## config.mk

```make
export PLATFORM = sky130hd
export DESIGN_NAME = gray_bcd_display_scan
export DESIGN_NICKNAME = d
export VERILOG_FILES = /design/src/rtl/gray_bcd_display_scan.sv
export SDC_FILE = /design/constraint.sdc
export NUM_CORES = 1
export LEC_CHECK = 0
export CAP_MARGIN = 20
export CORE_UTILIZATION = 40
export DETAILED_ROUTE_END_ITERATION = 7
export DONT_BUFFER_PORTS = 1
export SLEW_MARGIN = 20
export SYNTH_ARGS = -nofsm -noshare
export SYNTH_HDL_FRONTEND = slang
export SYNTH_SLANG_ARGS = --single-unit
```

## constraint.sdc

```tcl
create_clock -name clk -period 1.95 [get_ports clk]
set_clock_uncertainty 0.2 [all_clocks]
set_input_delay 0.2925 -clock clk [delete_from_list [all_inputs] [get_ports clk]]
set_output_delay 0.2925 -clock clk [all_outputs]
set_load 0.1 [all_outputs]
```

## src/rtl/gray_bcd_display_scan.sv

```systemverilog
// gray_bcd_display_scan
//   Gray-coded switch input -> synchronised -> binary -> BCD through a sequential
//   double-dabble engine -> time-multiplexed, active-low seven-segment display.
//   Optional macro LEADING_ZERO_BLANK_EN blanks leading zero digits; digit 0 always shows.
module gray_bcd_display_scan #(
  parameter int WIDTH       = 4,
  parameter int DIGITS      = 2,
  parameter int REFRESH_DIV = 27000
) (
  input  logic              clk,
  input  logic              rst,
  input  logic [WIDTH-1:0]  gray_code,
  output logic [6:0]        seg,
  output logic [DIGITS-1:0] anode,
  output logic [WIDTH-1:0]  bin_value,
  output logic              busy
);

  localparam int BCDW = 4 * DIGITS;
  localparam int CNTW = $clog2(WIDTH + 1);
  localparam int IDXW = (DIGITS > 1) ? $clog2(DIGITS) : 1;
  localparam int PREW = $clog2(REFRESH_DIV);

  typedef enum logic [1:0] {IDLE, CONVERT, LOAD} state_t;

  state_t            r_state;
  state_t            w_nextState;
  logic [WIDTH-1:0]  r_sync1;
  logic [WIDTH-1:0]  r_gs;
  logic [WIDTH-1:0]  r_lastGray;
  logic [WIDTH-1:0]  r_shift;
  logic [WIDTH-1:0]  r_binLatch;
  logic [WIDTH-1:0]  r_binValue;
  logic [WIDTH-1:0]  w_gsBin;
  logic [BCDW-1:0]   r_scratch;
  logic [BCDW-1:0]   r_bcd;
  logic [BCDW-1:0]   w_adjusted;
  logic [CNTW-1:0]   r_cycleCnt;
  logic [PREW-1:0]   r_prescale;
  logic [IDXW-1:0]   r_digitIdx;
  logic [3:0]        w_nibble;
  logic              w_blank;

  // Two-flop synchroniser: the switches are asynchronous to clk
  always_ff @(posedge clk or posedge rst) begin
    if (rst) begin
      r_sync1 <= '0;
      r_gs    <= '0;
    end else begin
      r_sync1 <= gray_code;
      r_gs    <= r_sync1;
    end
  end

  // Gray to binary: bit i is the XOR of all Gray bits at or above i
  always_comb begin
    w_gsBin = '0;
    for (int i = 0; i < WIDTH; i++) begin
      w_gsBin[i] = ^(r_gs >> i);
    end
  end

  // Double-dabble correction: every BCD nibble of 5 or more gets 3 added before the shift
  always_comb begin
    w_adjusted = r_scratch;
    for (int d = 0; d < DIGITS; d++) begin
      if (r_scratch[4*d +: 4] >= 4'd5) begin
        w_adjusted[4*d +: 4] = r_scratch[4*d +: 4] + 4'd3;
      end
    end
  end

  // Conversion FSM state register
  always_ff @(posedge clk or posedge rst) begin
    if (rst) begin
      r_state <= IDLE;
    end else begin
      r_state <= w_nextState;
    end
  end

  // Next-state logic: start on a new input, shift WIDTH times, then publish
  always_comb begin
    w_nextState = r_state;
    case (r_state)
      IDLE:    if (r_gs != r_lastGray) w_nextState = CONVERT;
      CONVERT: if (r_cycleCnt == CNTW'(WIDTH - 1)) w_nextState = LOAD;
      LOAD:    w_nextState = IDLE;
      default: w_nextState = IDLE;
    endcase
  end

  // Conversion datapath; the displayed BCD and bin_value only change together in LOAD
  always_ff @(posedge clk or posedge rst) begin
    if (rst) begin
      r_lastGray <= '0;
      r_shift    <= '0;
      r_binLatch <= '0;
      r_scratch  <= '0;
      r_cycleCnt <= '0;
      r_bcd      <= '0;
      r_binValue <= '0;
    end else begin
      case (r_state)
        IDLE: begin
          if (r_gs != r_lastGray) begin
            r_lastGray <= r_gs;
            r_shift    <= w_gsBin;
            r_binLatch <= w_gsBin;
            r_scratch  <= '0;
            r_cycleCnt <= '0;
          end
        end
        CONVERT: begin
          r_scratch  <= {w_adjusted[BCDW-2:0], r_shift[WIDTH-1]};
          r_shift    <= {r_shift[WIDTH-2:0], 1'b0};
          r_cycleCnt <= r_cycleCnt + 1'b1;
        end
        LOAD: begin
          r_bcd      <= r_scratch;
          r_binValue <= r_binLatch;
        end
        default: ;
      endcase
    end
  end

  assign busy      = (r_state != IDLE);
  assign bin_value = r_binValue;

  // Refresh prescaler and digit index; free-running, independent of conversions
  always_ff @(posedge clk or posedge rst) begin
    if (rst) begin
      r_prescale <= '0;
      r_digitIdx <= '0;
    end else if (r_prescale == PREW'(REFRESH_DIV - 1)) begin
      r_prescale <= '0;
      r_digitIdx <= (r_digitIdx == IDXW'(DIGITS - 1)) ? '0 : r_digitIdx + 1'b1;
    end else begin
      r_prescale <= r_prescale + 1'b1;
    end
  end

  // Select the active digit's nibble and drive its active-low anode
  always_comb begin
    w_nibble = 4'd0;
    anode    = '1;
    for (int d = 0; d < DIGITS; d++) begin
      if (r_digitIdx == IDXW'(d)) begin
        w_nibble = r_bcd[4*d +: 4];
        anode[d] = 1'b0;
      end
    end
  end

`ifdef LEADING_ZERO_BLANK_EN
  // Blank the active digit when it and every higher digit are zero, except digit 0
  always_comb begin
    w_blank = (r_digitIdx != '0);
    for (int d = 0; d < DIGITS; d++) begin
      if ((IDXW'(d) >= r_digitIdx) && (r_bcd[4*d +: 4] != 4'd0)) begin
        w_blank = 1'b0;
      end
    end
  end
`else
  assign w_blank = 1'b0;
`endif

  // Seven-segment decode, active-low gfedcba; 10..15 and blanked digits go dark
  always_comb begin
    seg = 7'b1111111;
    if (!w_blank) begin
      case (w_nibble)
        4'd0: seg = 7'b1000000;
        4'd1: seg = 7'b1111001;
        4'd2: seg = 7'b0100100;
        4'd3: seg = 7'b0110000;
        4'd4: seg = 7'b0011001;
        4'd5: seg = 7'b0010010;
        4'd6: seg = 7'b0000010;
        4'd7: seg = 7'b1111000;
        4'd8: seg = 7'b0000000;
        4'd9: seg = 7'b0010000;
        default: seg = 7'b1111111;
      endcase
    end
  end

endmodule

```

==> summary.txt <==
status: finished with violations
failing checks: negative setup slack
minimum clock period: 2.41 ns
Post-Syn Instances: 250
# Max-Cap Violations: 0
Layout Nets: 325
clock transition at the registers of the reported paths: 0.07 ns
Synth Cell Area: 2870 um2
Die X: 86.7 um
Synth warnings: 0
Fin. Hold Viols: 0
Reg area: 1500 um2
die area: 7510 um2
TritonRoute pass-1 iters: 5
worst setup margin: -0.462 ns
Crit. Startpoint: r_digitIdx
initial drt markers: 76
ys async rst share: 100%
area grow syn2layout: 36.6%
pre-CTS setup slack: -0.135 ns
multiplexer share of the synthesized area: 8.38%
Mapped Nets: 268
Slew Viols, Final: 0
worst skew pair latency: 0.33 ns
GRT Total Usage: 16.8%
DRC Markers: 0
Synth area leader: dfrtp_1
initial antenna violation count: 0
Initial Utilization: 41.7%
Worst R2R Start: r_lastGray[2]
RePlAce Congestion: 0.812
critical path startpoint category: flop
Post-synth top flop: dfrtp_1
row count: 30
Yosys cell types: 40
Worst R2R Path Depth: 4
Period Utilization, post-route: 124%
Synth top area share: 52.4%
sequential area share after synthesis: 52.4%
crit-path max FO: 4
antenna cells: 0
Routed WL: 5390 um
IO Port Bufs: 0
CP Capture Point: seg[3]
largest net degree at the start of global routing: 31
Seq cells post-synth: 60
Root Buffer Master: clkbuf_8
dpl hpwl: 3870 um
Routed Antenna Nets: 0
Finished Layout Cells: 408
internal reg-to-reg setup slack: 0.13 ns
synth top area cells: dfrtp_1 (52%), mux2_2 (6.3%), ha_1 (5.2%)
CP Cell Sequence: mux2_4 -> inv_4 -> ha_4 -> nor2_2 -> o21a_2 -> a21oi_4 -> buf_12
CP arrival: 1.92 ns
RSZ-0062 raised after global routing: true
vias per inst: 4.91
XOR/XNOR Fraction of Synth Area: 8.20%
global route overflow: 0
EDFF count, synth: 0
Multi-input gate area: 1500 um2
Hold Crit Class: reg2reg
main combinational cell family by area after synthesis: simple AND/OR/NAND/NOR gates
CTS Buffer Depth: 2
simple-gate area share of the yosys netlist: 13.0%
routed via count: 2,003
Worst Setup End Kind: output port
die height: 86.7 um
core area: 6870 um2
setup violators final: 7
first-pass GRT wire length: 9620 um
max incr delay on CP: 0.44 ns
slowest CP cell: dfrtp_2
design area: 3920 um2
H-tree levels: 3
layout cell share with drive strength beyond 1: 39.1%
Synth Area in Compound Gates: 10.1%
clock sink total: 60
WP data required: 1.46 ns
Placement Cell Area: 3450 um2
Crit Path Category: reg2out
CTS tree: yes
achievable frequency: 415 MHz
Slew headroom: 56.6%
WL/cell: 13.2 um
placed cell count: 381
synth cell count leaders: dfrtp_1 (60), nor2_1 (22), nand2_1 (17)
vias in the first global route: 2,052
IO Pins: 20
FILL cells: 582
syn avg cell area: 11.5 um2
top-count cell post-synth: dfrtp_1
Synth Area in Adders: 5.24%
Worst Tran Pin Value: 0.650 ns
Num CTS Buffers: 9
R2R Path End: r_shift[1]
[cell type report]
type / count / area share [%]
timing repair buffer: 53 / 13.7
tap: 96 / 3.07
inverter: 12 / 1.31
multi-input combinational: 171 / 38.4
sequential: 60 / 38.4
clock inverter: 6 / 1.63
clock buffer: 10 / 3.51
[layer usage]
metal	global-route usage (%)	vias up	share of wire, %
met5	0	-	0
met3	4.29	6	2.6
li1	-	992	-
met2	26.0	29	47
met1	22.7	976	49
met4	6.82	0	1.2
[critical path: cells and delay by family (launching register included)]
kind	cells	cell delay (ns)
fa+ha+maj	1	0.13
mux	1	0.34
compound gates	2	0.38
simple gates	1	0.03
flops	1	0.44
buf+inv	2	0.28
[state kept, by name, indices dropped and copies added (netlist names)]
signal,flops
r_state,2
r_cycleCnt,3
r_gs,4
r_digitIdx,1
r_bcd,8
r_shift,4
r_sync1,4
r_lastGray,4
r_prescale,15
bin_value,4
r_scratch,8
r_binLatch,3
[cells by family (layout without fill, tap and decap cells)]
kind of cell / after synthesis / after routing
buf+inv: 19 / 81
xor+xnor: 23 / 23
mux: 22 / 22
fa+ha+maj: 12 / 12
compound gates: 41 / 41
flops: 60 / 60
simple gates: 73 / 73
[timing repair]
action | CTS | global route
resized for setup | 32 | 7
setup endpoints to repair | 9 | 17
endpoints found under the hold margin | 31 | 0
setup buffers | 2 | 4
pin swaps | 4 | 6
hold buffers | 5 | 0
[through the flow]
stage,hold slack [ns],TNS (ns),util [%]
6_report,0.153,-2.88,57.0
2_1_floorplan,0.124,-2.11,-
5_1_grt,0.157,-3.40,57.0
3_3_place_gp,0.0876,-0.467,50.2
4_1_cts,0.154,-2.95,56.1
3_5_place_dp,0.0865,-0.624,50.2
[worst min-delay path by stage]
| stage | from | endpoint | slack [ns] | depth (start not counted) |
|---|---|---|---|---|
| finish | r_sync1[0] | r_gs[0] | 0.15 | 0 |
| floorplan | gray_code[0] | r_sync1[0] | 0.12 | 0 |
| global route | r_sync1[0] | r_gs[0] | 0.16 | 0 |
| CTS | r_sync1[0] | r_gs[0] | 0.15 | 0 |
| global placement | rst | r_prescale[0] | 0.09 | 1 |
| detailed placement | rst | r_cycleCnt[1] | 0.09 | 1 |
[cells in the final DEF, fill, tap and decap left out, types with 3 or more instances in the layout]
cell type,Yosys,layout
clkbuf_8,0,10
xnor2_1,10,9
buf_12,0,8
nand3_1,8,8
a22o_1,4,4
nor2_2,0,4
nor2_4,0,3
a21oi_4,0,4
o21ai_0,11,11
ha_1,12,8
nand2b_1,4,3
dlygate4sd3_1,0,5
buf_6,0,5
buf_4,1,34
inv_1,12,8
xor2_1,10,10
nand2_1,17,17
a21oi_2,0,3
a21oi_1,10,3
nor2_1,22,15
clkinvlp_4,0,3
dfrtp_1,60,58
o22a_1,4,3
mux2_2,16,14
mux2i_1,6,3
and2_1,3,3
and4_1,4,4
nand4_1,5,5
Power is not shown: default switching activity piles up to over one toggle a cycle in this logic, so the estimate is an artifact.
